===== src/rtl/vc_demux13_buf_if.sv =====
// ---------------------------------------------------------------------------
// vc_demux13_buf_if
//
// Purpose: bundles the producer-side and consumer-side handshake signals of
// the one-to-three buffered demultiplexer. Each payload travels with a
// one-bit security-domain label.
//
// Signals:
//   in_val, in_rdy, in_msg, in_domain, sel   producer handshake and route
//   outN_val, outN_rdy, outN_msg,
//   outN_domain (N = 0,1,2)                  per-port consumer handshake
//   err_drop, drop_count                     discard reporting
//
// Modports:
//   slave  - the demux itself (receives messages, drives the ports)
//   master - the environment (producer and the three consumers)
// ---------------------------------------------------------------------------
interface vc_demux13_buf_if #(
    parameter int p_nbits = 32
);
    logic               in_val;
    logic               in_rdy;
    logic [p_nbits-1:0] in_msg;
    logic               in_domain;
    logic [1:0]         sel;

    logic               out0_val;
    logic               out0_rdy;
    logic [p_nbits-1:0] out0_msg;
    logic               out0_domain;

    logic               out1_val;
    logic               out1_rdy;
    logic [p_nbits-1:0] out1_msg;
    logic               out1_domain;

    logic               out2_val;
    logic               out2_rdy;
    logic [p_nbits-1:0] out2_msg;
    logic               out2_domain;

    logic               err_drop;
    logic [7:0]         drop_count;

    modport slave (
        input  in_val, in_msg, in_domain, sel,
        input  out0_rdy, out1_rdy, out2_rdy,
        output in_rdy,
        output out0_val, out0_msg, out0_domain,
        output out1_val, out1_msg, out1_domain,
        output out2_val, out2_msg, out2_domain,
        output err_drop, drop_count
    );

    modport master (
        output in_val, in_msg, in_domain, sel,
        output out0_rdy, out1_rdy, out2_rdy,
        input  in_rdy,
        input  out0_val, out0_msg, out0_domain,
        input  out1_val, out1_msg, out1_domain,
        input  out2_val, out2_msg, out2_domain,
        input  err_drop, drop_count
    );
endinterface


===== src/rtl/vc_demux13_buf.sv =====
// ---------------------------------------------------------------------------
// vc_demux13_buf
//
// Purpose: routes one incoming valid/ready message to one of three output
// ports, each backed by a single-entry buffer. sel = 3 discards the message
// and reports it through err_drop / drop_count. Buffers are zeroed whenever
// they are empty so secure payloads never linger on an idle port.
//
// Ports:
//   clk    - sole clock, rising edge
//   reset  - asynchronous, active-low reset
//   bus    - vc_demux13_buf_if.slave (producer side, three consumer ports,
//            discard reporting)
// ---------------------------------------------------------------------------
module vc_demux13_buf #(
    parameter int p_nbits = 32
) (
    input  logic            clk,
    input  logic            reset,
    vc_demux13_buf_if.slave bus
);

    // Per-port buffer state, index N = output port N.
    logic [2:0]         full_q, full_d;
    logic [2:0]         dom_q,  dom_d;
    logic [p_nbits-1:0] msg_q [3];
    logic [p_nbits-1:0] msg_d [3];

    logic               err_drop_q, err_drop_d;
    logic [7:0]         drop_count_q, drop_count_d;

    logic [2:0]         out_rdy;
    logic               in_rdy;
    logic               accept;
    logic               drop;

    assign out_rdy = {bus.out2_rdy, bus.out1_rdy, bus.out0_rdy};

    // A port can take a message when its buffer is empty or is being drained
    // this same cycle. Invalid selects are always taken so they can be
    // discarded. Only public signals (sel, full flags, rdy) feed this path.
    always_comb begin
        in_rdy = 1'b1;
        case (bus.sel)
            2'd0:    in_rdy = ~full_q[0] | out_rdy[0];
            2'd1:    in_rdy = ~full_q[1] | out_rdy[1];
            2'd2:    in_rdy = ~full_q[2] | out_rdy[2];
            default: in_rdy = 1'b1;
        endcase
    end

    assign accept = bus.in_val & in_rdy;
    assign drop   = accept & (bus.sel == 2'd3);

    // Buffer next state: a load wins over a drain (reload keeps full set with
    // no bubble); a drain alone empties the buffer and wipes its contents.
    always_comb begin
        full_d = full_q;
        dom_d  = dom_q;
        for (int n = 0; n < 3; n++) begin
            msg_d[n] = msg_q[n];
            if (accept && (bus.sel == 2'(n))) begin
                full_d[n] = 1'b1;
                msg_d[n]  = bus.in_msg;
                dom_d[n]  = bus.in_domain;
            end else if (full_q[n] && out_rdy[n]) begin
                full_d[n] = 1'b0;
                msg_d[n]  = '0;
                dom_d[n]  = 1'b0;
            end
        end
    end

    // Discard reporting: one-cycle pulse and a counter that sticks at 255.
    always_comb begin
        err_drop_d   = drop;
        drop_count_d = drop_count_q;
        if (drop && (drop_count_q != 8'hFF)) begin
            drop_count_d = drop_count_q + 8'd1;
        end
    end

    // State registers, all cleared asynchronously while reset is low.
    always_ff @(posedge clk or negedge reset) begin
        if (!reset) begin
            full_q       <= '0;
            dom_q        <= '0;
            err_drop_q   <= 1'b0;
            drop_count_q <= '0;
            for (int n = 0; n < 3; n++) begin
                msg_q[n] <= '0;
            end
        end else begin
            full_q       <= full_d;
            dom_q        <= dom_d;
            err_drop_q   <= err_drop_d;
            drop_count_q <= drop_count_d;
            for (int n = 0; n < 3; n++) begin
                msg_q[n] <= msg_d[n];
            end
        end
    end

    assign bus.in_rdy      = in_rdy;

    assign bus.out0_val    = full_q[0];
    assign bus.out0_msg    = msg_q[0];
    assign bus.out0_domain = dom_q[0];

    assign bus.out1_val    = full_q[1];
    assign bus.out1_msg    = msg_q[1];
    assign bus.out1_domain = dom_q[1];

    assign bus.out2_val    = full_q[2];
    assign bus.out2_msg    = msg_q[2];
    assign bus.out2_domain = dom_q[2];

    assign bus.err_drop    = err_drop_q;
    assign bus.drop_count  = drop_count_q;

endmodule


===== src/flat_wrapper.sv =====
// flat-port wrapper written by rule: the top's interface ports become plain ports
module vc_demux13_buf_flat 
#(
    parameter int p_nbits = 32
)
  (clk, reset, bus_in_val, bus_in_msg, bus_in_domain, bus_sel, bus_out0_rdy, bus_out1_rdy, bus_out2_rdy, bus_in_rdy, bus_out0_val, bus_out0_msg, bus_out0_domain, bus_out1_val, bus_out1_msg, bus_out1_domain, bus_out2_val, bus_out2_msg, bus_out2_domain, bus_err_drop, bus_drop_count);
  vc_demux13_buf_if #(.p_nbits(p_nbits)) bus_i ();
  input  logic clk;
  input  logic reset;
  input wire logic [$bits(bus_i.in_val)-1:0] bus_in_val;
  input wire logic [$bits(bus_i.in_msg)-1:0] bus_in_msg;
  input wire logic [$bits(bus_i.in_domain)-1:0] bus_in_domain;
  input wire logic [$bits(bus_i.sel)-1:0] bus_sel;
  input wire logic [$bits(bus_i.out0_rdy)-1:0] bus_out0_rdy;
  input wire logic [$bits(bus_i.out1_rdy)-1:0] bus_out1_rdy;
  input wire logic [$bits(bus_i.out2_rdy)-1:0] bus_out2_rdy;
  output wire logic [$bits(bus_i.in_rdy)-1:0] bus_in_rdy;
  output wire logic [$bits(bus_i.out0_val)-1:0] bus_out0_val;
  output wire logic [$bits(bus_i.out0_msg)-1:0] bus_out0_msg;
  output wire logic [$bits(bus_i.out0_domain)-1:0] bus_out0_domain;
  output wire logic [$bits(bus_i.out1_val)-1:0] bus_out1_val;
  output wire logic [$bits(bus_i.out1_msg)-1:0] bus_out1_msg;
  output wire logic [$bits(bus_i.out1_domain)-1:0] bus_out1_domain;
  output wire logic [$bits(bus_i.out2_val)-1:0] bus_out2_val;
  output wire logic [$bits(bus_i.out2_msg)-1:0] bus_out2_msg;
  output wire logic [$bits(bus_i.out2_domain)-1:0] bus_out2_domain;
  output wire logic [$bits(bus_i.err_drop)-1:0] bus_err_drop;
  output wire logic [$bits(bus_i.drop_count)-1:0] bus_drop_count;
  assign bus_i.in_val = bus_in_val;
  assign bus_i.in_msg = bus_in_msg;
  assign bus_i.in_domain = bus_in_domain;
  assign bus_i.sel = bus_sel;
  assign bus_i.out0_rdy = bus_out0_rdy;
  assign bus_i.out1_rdy = bus_out1_rdy;
  assign bus_i.out2_rdy = bus_out2_rdy;
  assign bus_in_rdy = bus_i.in_rdy;
  assign bus_out0_val = bus_i.out0_val;
  assign bus_out0_msg = bus_i.out0_msg;
  assign bus_out0_domain = bus_i.out0_domain;
  assign bus_out1_val = bus_i.out1_val;
  assign bus_out1_msg = bus_i.out1_msg;
  assign bus_out1_domain = bus_i.out1_domain;
  assign bus_out2_val = bus_i.out2_val;
  assign bus_out2_msg = bus_i.out2_msg;
  assign bus_out2_domain = bus_i.out2_domain;
  assign bus_err_drop = bus_i.err_drop;
  assign bus_drop_count = bus_i.drop_count;
  vc_demux13_buf #(.p_nbits(p_nbits)) u_core (.clk(clk), .reset(reset), .bus(bus_i));
endmodule

===== config.mk =====
export PLATFORM = sky130hd
export DESIGN_NAME = vc_demux13_buf_flat
export DESIGN_NICKNAME = d
export VERILOG_FILES = /design/src/rtl/vc_demux13_buf_if.sv /design/src/rtl/vc_demux13_buf.sv /design/src/flat_wrapper.sv
export SDC_FILE = /design/constraint.sdc
export NUM_CORES = 1
export LEC_CHECK = 0
export ABC_AREA = 1
export CORE_MARGIN = 5
export CORE_UTILIZATION = 42
export DETAILED_ROUTE_END_ITERATION = 8
export PLACE_DENSITY = 0.76
export SETUP_SLACK_MARGIN = 0.5
export SYNTH_ARGS = -nofsm -noshare
export SYNTH_HDL_FRONTEND = slang
export SYNTH_SLANG_ARGS = --single-unit
export TNS_END_PERCENT = 30

===== constraint.sdc =====
create_clock -name clk -period 1.56 [get_ports clk]
set_input_delay 0.39 -clock clk [delete_from_list [all_inputs] [get_ports clk]]
set_output_delay 0.39 -clock clk [all_outputs]
set_load 0.05 [all_outputs]

# Word level (Yosys, flattened, before mapping)
# Index checks and enable logic that the tools add are counted.
[totals]
reg_bits = 111
output_inout_bits = 112
inputBits = 41
elab_cells = 51
[classes]
n_reduce_logical = 11
muxes = 16
add_sub_neg = 1
bitwise = 8
n_eq_ne = 4
[op_table]
columns = ["operator", "n"]
rows = [
  ["2-to-1 mux 32 bit", 6],
  ["2-to-1 mux 1 bit", 9],
  ["adder 8 x 1 -> 8 bit, second input constant", 1],
  ["inequality test 8 bit, second input constant", 1],
  ["logical AND 1 bit", 7],
  ["nonzero test 2 bit", 3],
  ["equality test 2 bit, second input constant", 2],
  ["NOT 1 bit", 3],
  ["bitwise OR 1 bit", 3],
  ["one-hot mux 1 bit (3 select lines)", 1],
  ["bitwise AND 1 bit", 2],
  ["equality test 2 x 1 -> 1 bit, second input constant", 1],
  ["zero test 2 bit", 1],
]

# Depth between registers and ports, before layout
# Gate-level depths: netlist of run 1.
[depth]
ltp_word = 6
depth_mapped = 8
ltp_nobuf = 8

# Worst setup path after synthesis of run 1
# No wires, ideal clock.
[synth_timing]
path_kind = "reg-to-reg"
startpoint = "reg u_core.drop_count_q[0] (netlist: u_core.bus.drop_count[0])"
endpoint = "reg u_core.drop_count_q[7] (netlist: u_core.bus.drop_count[7])"
path_stages_with_launch = 9
arrival_time_ps = 1753
n_path_buf = 0
path_slack_ps = -315
cell_sequence = "dfrtp_1 > ha_1 > nand2_1 > nor3_1 > nand2_1 > nand2_1 > inv_2 > nand2_1 > o21ai_1"
[synth_between]
elab_chain_cells = 2
[synth_lines]
columns = ["item", "line_no", "source"]
rows = [
  ["start, declared", "vc_demux13_buf.sv:30", "logic [7:0] drop_count_q, drop_count_d;"],
  ["start signal, assigned", "vc_demux13_buf.sv:97", "drop_count_q <= drop_count_d;"],
  ["branches (longest 2 deep; another with adder 8 x 1 -> 8 bit)", "-", ""],
]
# Several ways; the timed one is not identified.
# A chain may end at the register's enable or synchronous reset.

# Worst setup path in the final report of run 1
[layout_timing]
startpoint = "reg u_core.full_q[0]"
endpoint = "out bus_in_rdy"
[layout_between]
elab_chain_cells = 3
[layout_lines]
columns = ["item", "line_no", "source"]
rows = [
  ["start, declared", "vc_demux13_buf.sv:24", "logic [2:0] full_q, full_d;"],
  ["start signal, assigned", "vc_demux13_buf.sv:94", "full_q <= full_d;"],
  ["NOT 1 bit", "vc_demux13_buf.sv:45", "2'd0: in_rdy = ~full_q[0] | out_rdy[0];"],
  ["bitwise OR 1 bit", "vc_demux13_buf.sv:45", ""],
  ["one-hot mux 1 bit (3 select lines)", "vc_demux13_buf.sv:44", "case (bus.sel)"],
  ["end, declared", "flat_wrapper.sv:17", "output wire logic [$bits(bus_i.in_rdy)-1:0] bus_in_rdy;"],
]
# Every way passes these cells.

==> results of run 1 <==
[layout make-up]
| type | count | share of cell area |
|---|---|---|
| inverter | 16 | 0.00789 |
| tap | 143 | 0.0209 |
| multi-input combinational | 355 | 0.238 |
| timing repair buffer | 197 | 0.372 |
| clock buffer | 13 | 0.0304 |
| sequential | 111 | 0.326 |
| clock inverter | 3 | 0.00497 |
[metrics by stage]
stage	hold slack, ps	utilization	setup TNS, ps	power, W	std cells
2_1_floorplan	94.4	-	-11.0	0.00622	533
3_3_place_gp	412	0.684	-35210	0.00898	808
3_5_place_dp	416	0.684	-41690	0.00908	808
4_1_cts	50.8	0.729	-29.6	0.0115	836
5_1_grt	50.3	0.746	-68.4	0.0121	838
6_report	38.2	0.746	-22.9	0.0117	838
[routing by layer]
layer,vias up,GRT usage,part of all wire
met5,-,0,0
li1,2193,-,-
met3,30,0.0692,0.094
met2,311,0.394,0.50
met1,2447,0.317,0.38
met4,0,0.0688,0.020
[final timing paths]
path	from	to	slack [ps]	depth (start not counted)
min in group clk	bus_in_val	u_core.full_q[2]$_DFFE_PN0P_	420	3
worst min register to register	u_core.full_q[1]$_DFFE_PN0P_	u_core.full_q[1]$_DFFE_PN0P_	560	2
worst max register to register	u_core.full_q[0]$_DFFE_PN0P_	u_core.bus.out2_msg[6]$_DFFE_PN0P_	50	9
worst min-delay path	reset	u_core.bus.out2_msg[9]$_DFFE_PN0P_	40	2
worst max-delay path	u_core.full_q[0]$_DFFE_PN0P_	bus_in_rdy	-20	4
max in group asynchronous	reset	u_core.bus.drop_count[1]$_DFFE_PN0P_	1220	2
[synth_stat cells]
library cell and instances:
a31oi_1 1, buf_1 12, buf_2 11, buf_4 1
buf_6 9, buf_8 1, clkbuf_1 17, dfrtp_1 111
ha_1 1, inv_1 12, inv_2 4, nand2_1 127
nand3_1 103, nand3_2 4, nand4_1 99, nor2_1 4
nor2_4 2, nor3_1 2, o21ai_1 7, xnor2_1 2
xor2_1 3
[kinds of logic (layout without fill, tap and decap cells)]
kind of cell / count (synthesis) / after routing / share of synthesized area
AOI/OAI and AO/OA: 8 / 8 / 0.00839
adders and majority gates: 1 / 1 / 0.00254
DFF: 111 / 111 / 0.564
buffers and inverters: 67 / 229 / 0.0707
and+or+nand+nor: 341 / 341 / 0.345
xor gates and xnor gates: 5 / 5 / 0.00890
[worst max-delay path: stages, from the launching register on]
cell,delay (ps)
dfrtp_2,370
inv_2,60
o21ai_4,140
nand3_4,120
buf_12,170
[sequential cells by signal (all words and copies together) (netlist names)]
name                   cells
u_core.bus.out0_msg       32
u_core.bus.out1_msg       32
u_core.bus.out2_msg       32
u_core.bus.drop_count      8
u_core.dom_q               3
u_core.full_q              3
u_core.bus.err_drop        1
[timing repair]
action,in CTS,in global routing
endpoints found under the setup margin,223,221
buffers inserted,11,1
endpoints found under the hold margin,0,0
gates resized for setup,29,48
cloned,1,1
pin swaps,12,14
[cell usage in the layout (no fill, tap or decap), types with 2 or more instances in the layout]
cell type and count:
inv_1 11, nor2_4 3, buf_16 2, clkbuf_16 9, clkbuf_8 2, clkdlybuf4s50_1 33
nor2_1 2, nand2_1 113, o21ai_2 3, dlygate4sd2_1 3, clkbuf_1 2, nand3_4 4
buf_12 124, xor2_1 3, nand3_2 11, nand2_2 8, dfrtp_2 11, o21ai_4 2
nand3_1 92, buf_4 24, inv_2 4, buf_6 7, nand2_4 5, dfrtp_1 100
nand4_1 99, o21ai_1 2, clkbuf_2 2
[power groups by stage]
stage | clock (W) | combinational [W] | sequential (W)
CTS | 0.00234 | 0.00517 | 0.00402
global route | 0.00248 | 0.00552 | 0.00410
floorplan | 0 | 0.000772 | 0.00545
finish | 0.00232 | 0.00529 | 0.00405
detailed placement | 0 | 0.00502 | 0.00407
global placement | 0 | 0.00492 | 0.00405
==> metrics.txt, run 1 <==
status=finished, violations left; failing checks=setup timing; first drt pass iteration count=6; Yosys warning total=0; Hold Path Class=in -> async; fin crit period=1580 ps; Clock power frac=0.199; Die Y=about 120 microns; Switching Share=0.385; CTS Hold Bufs=0; crit-path max FO=2; cell area after layout=8560 sq um; Max-Cap Viols=0; combinational group share of total power=0.454; Multi-input gate area=a little over 2000 sq um; cell taking the most area after synthesis=dfrtp_1; post-DP HPWL=approximately 12000 microns; syn_area_per_cell=9.23 sq um; area of the die=14000 sq um; vias per std cell=slightly below 6; nature of the critical path endpoint=output pin; Synth-to-Final Area Change=73.9%; clock sink count=between 100 and 150; number of global-route vias before repair=approximately 5000; largest net degree at the start of global routing=67; pre-CTS setup slack=-448 ps; diode count=0; Max rail drop VDD=0.00121 V; slew at the pin closest to its max-slew limit=a little under 400 ps; main area contributors after synthesis=dfrtp_1 (56%), nand4_1 (13%), nand3_1 (10%); PD cells=approximately 1400 nW/um^2; total track usage=0.242; clock slew seen by the registers of the worst setup and hold paths=roughly 70 ps; Synth Cell Area=roughly 4900 sq um; Cells after Synth=between 500 and 600; CP Class=reg -> out; Worst EP arrival=1190 ps; CP startpoint kind=flip-flop; total gr overflow=0; final net count=~730; syn_nets=575; final hold viol count=0; Post-DP Area=about 8000 sq um; count of different cell masters after synthesis=21; achievable frequency=roughly 630 MHz; Num CTS Buffers=9; Leakage=4.13 nW; global-route wire length before repair=approximately 28000 microns; total number of vias=4981; clock buffer depth=2; RSZ-0062 raised after global routing=true; CTS tree=yes; Die Width=between 100 and 150 microns; top cell type's share of synthesized area=0.564; relative slew slack=0.735; NetSw=0.00448 W; Final period util=1.01; initial antenna violation count=0; fin worst setup slack=-22.9 ps; final setup violating endpoints=1; Initial Utilization=0.429; Worst EP required=about 1200 ps; DRC=0; Final ANT Viol Nets=0; max-slew violations=0; drt wl/cell=a little over 20 microns; # rows=39; Routed WL=17200 microns; PortBufs=roughly 150; Core Area=between 10000 and 15000 sq um; number of synthesized register bits=approximately 110; sequential share of the synthesized area=0.564; layout cells sized above 1=0.335; sequential power share=0.347; FF/Latch Area=2790 sq um; Worst Skew=~8.6 ps; Internal Power=slightly above 0.007 W; Ports=~150; worst skew pair latency=340 ps; Root Buffer=clkbuf_16; gp weighted congestion=between 0.8 and 0.9; FILL cells=around 730; H-tree Lvls=3; drt initial violations=about 410
(Power assumes the default switching activity.)
==> run 2: changes to the inputs <==
--- a/config.mk
+++ b/config.mk
@@ -7,9 +7,9 @@
 export LEC_CHECK = 0
 export ABC_AREA = 1
 export CORE_MARGIN = 5
-export CORE_UTILIZATION = 42
+export CORE_UTILIZATION = 50
 export DETAILED_ROUTE_END_ITERATION = 8
-export PLACE_DENSITY = 0.76
+export PLACE_DENSITY = 0.85
 export SETUP_SLACK_MARGIN = 0.5
 export SYNTH_ARGS = -nofsm -noshare
 export SYNTH_HDL_FRONTEND = slang
==> constraint.sdc (replaced) <==
create_clock -name clk -period 1.9 [get_ports clk]
set_input_delay 0.475 -clock clk [delete_from_list [all_inputs] [get_ports clk]]
set_output_delay 0.475 -clock clk [all_outputs]
set_load 0.005 [all_outputs]
==> run 2 against run 1 <==
The run now ends clean; combinational power fell by 56%; setup slack improved by 180 ps; non-clock buffer count rose by 86; power fell by 41%; cell count rose by 9.1%; sequential share of layout area rose by 1.4 points; critical path depth rose by 7; count of clock-buffer cells in the layout fell by 2; critical path type is now in -> reg; critical endpoint is now u_core.bus.out1_msg[8]$_DFFE_PN0P_; largest cell class unchanged.
==> metrics.txt, run 2 (synthesis results as in run 1) <==
slew at the pin closest to its max-slew limit=slightly above 600 ps; PD cells=842 nW/um^2; Ports=around 150; first drt pass iteration count=6; total gr overflow=0; number of global-route vias before repair=roughly 5200; PortBufs=between 150 and 200; top sig layer=met4; Internal Power=roughly 0.0047 W; vias per std cell=around 6.1; Die Width=~110 microns; fin worst setup slack=161 ps; post-DP HPWL=roughly 11000 microns; Max rail drop VDD=0.000504 V; clock slew seen by the registers of the worst setup and hold paths=between 100 and 150 ps; Final ANT Viol Nets=0; largest net degree at the start of global routing=slightly below 60; clock buffer depth=2; CTS Hold Bufs=0; commonest non-fill, non-tap cells in the layout=nand2_1 (118), dlygate4sd2_1 (114), dfrtp_1 (111); Final period util=0.915; Switching Share=0.315; layout cells sized above 1=0.257; drt wl/cell=approximately 22 microns; Leakage=4.45 nW; Initial Utilization=0.508; diode count=0; initial antenna violation count=0; CTS tree=yes; relative slew slack=0.598; Synth-to-Final Area Change=65.8%; final hold viol count=0; crit-path most repeated cell=buf_16; sequential power share=0.442; H-tree Lvls=3; Die Y=around 110 microns; nature of the critical path endpoint=flip-flop; CP startpoint kind=input pin; Critical-path top delay cell=dlygate4sd2_1; fin crit period=between 1500 and 2000 ps; Hold Path Class=in -> async; total chip power=about 0.007 W; met1 WL=around 7400 microns; # rows=36; global-route wire length before repair=approximately 27000 microns; Clock power frac=0.221; NetSw=roughly 0.0022 W; clock sink count=approximately 110; Post-DP Area=6660 sq um; Worst path max stage delay=roughly 260 ps; Max-Cap Viols=0; CP Class=in -> reg; CP cell instances=dlygate4sd2_1 -> inv_1 -> nand3_2 -> nand2_2 -> nand3_4 -> buf_6 -> buf_8 -> buf_16 -> buf_16 -> nand4_1 -> nand2_1; crit-path max FO=6; Worst EP required=between 2000 and 2500 ps; Core Area=~9700 sq um; worst skew pair latency=about 360 ps; Worst EP arrival=between 1500 and 2000 ps; final setup violating endpoints=0; Worst Path Buf+Inv=6; drt initial violations=approximately 540; RSZ-0062 raised after global routing=true; total track usage=0.297; achievable frequency=~580 MHz; met2 WL=~10000 microns; Routed WL=20300 microns; pre-CTS setup slack=-489 ps; Worst Skew=12.8 ps; area of the die=roughly 12000 sq um; Root Buffer=clkbuf_8; max-slew violations=0; cell area after layout=between 8000 and 9000 sq um; DRC=0; Num CTS Buffers=9; CP top delay family=buffers and inverters; DR WL met3=2290 microns; total number of vias=5599; combinational group share of total power=0.336; commonest non-fill, non-tap cell in the layout=nand2_1; final net count=818; gp weighted congestion=about 0.87; status=complete, no violations
run 2: power groups by stage:
stage                     clock, W  sequential (W)  combinational [W]
final                      0.00152         0.00304            0.00231
after global routing       0.00163         0.00308            0.00248
after CTS                  0.00150         0.00299            0.00199
after detailed placement         0         0.00309            0.00180
after global placement           0         0.00307            0.00175
after floorplan                  0         0.00307           0.000614
run 2: metal layers:
layer | GRT usage | vias to the layer above
met3 | 0.0645 | 67
met4 | 0.104 | 0
met2 | 0.493 | 431
met1 | 0.386 | 2742
met5 | 0 | -
li1 | - | 2359
run 2: final cells by class:
type | count | area [sq um]
fillers | 516 | 1530
clock buffers | 11 | 151
clock inverters | 5 | 65.1
multi-input cells | 355 | 2040
well taps | 133 | 166
inverters | 16 | 62.6
flip-flops and latches | 111 | 2780
repair buffers | 283 | 2900
run 2: worst reg2reg max path, stage by stage, from the launching register on:
cell	delay, ps
dfrtp_1	420
nand3_2	100
nand2_2	70
nand3_4	120
buf_6	110
buf_8	120
buf_12	130
nand3_4	180
buf_8	210
nand3_1	90
nand2_1	80
run 2: repair_timing:
item	in CTS	in global routing
setup endpoints to repair	221	221
pin swaps	3	50
resized for setup	157	66
setup buffers	59	14
gates cloned	9	11
run 2: per-stage QoR:
stage,utilization,hold WS (ps),instances,TNS (ps)
floorplan,-,179,533,0
global placement,0.688,478,805,-27030
detailed placement,0.688,477,805,-32400
CTS,0.777,84.6,889,0
global route,0.843,91.5,914,0
finish,0.843,81.2,914,0
run 2: path summary, 6_finish.rpt:
check                                                    start                                  end  slack [ps]  depth (start not counted)
max                                               bus_out2_rdy   u_core.bus.out1_msg[8]$_DFFE_PN0P_         160                         11
min                                                      reset  u_core.bus.out0_msg[17]$_DFFE_PN0P_          80                          1
max reg2reg                       u_core.full_q[2]$_DFFE_PN0P_  u_core.bus.out2_msg[11]$_DFFE_PN0P_         180                         10
min reg2reg                u_core.bus.out0_msg[12]$_DFFE_PN0P_  u_core.bus.out0_msg[12]$_DFFE_PN0P_         510                          2
max in group asynchronous                                reset  u_core.bus.out1_msg[21]$_DFFE_PN0P_        1230                          2
min in group clk                                    bus_in_val  u_core.bus.out0_msg[11]$_DFFE_PN0P_         490                          3
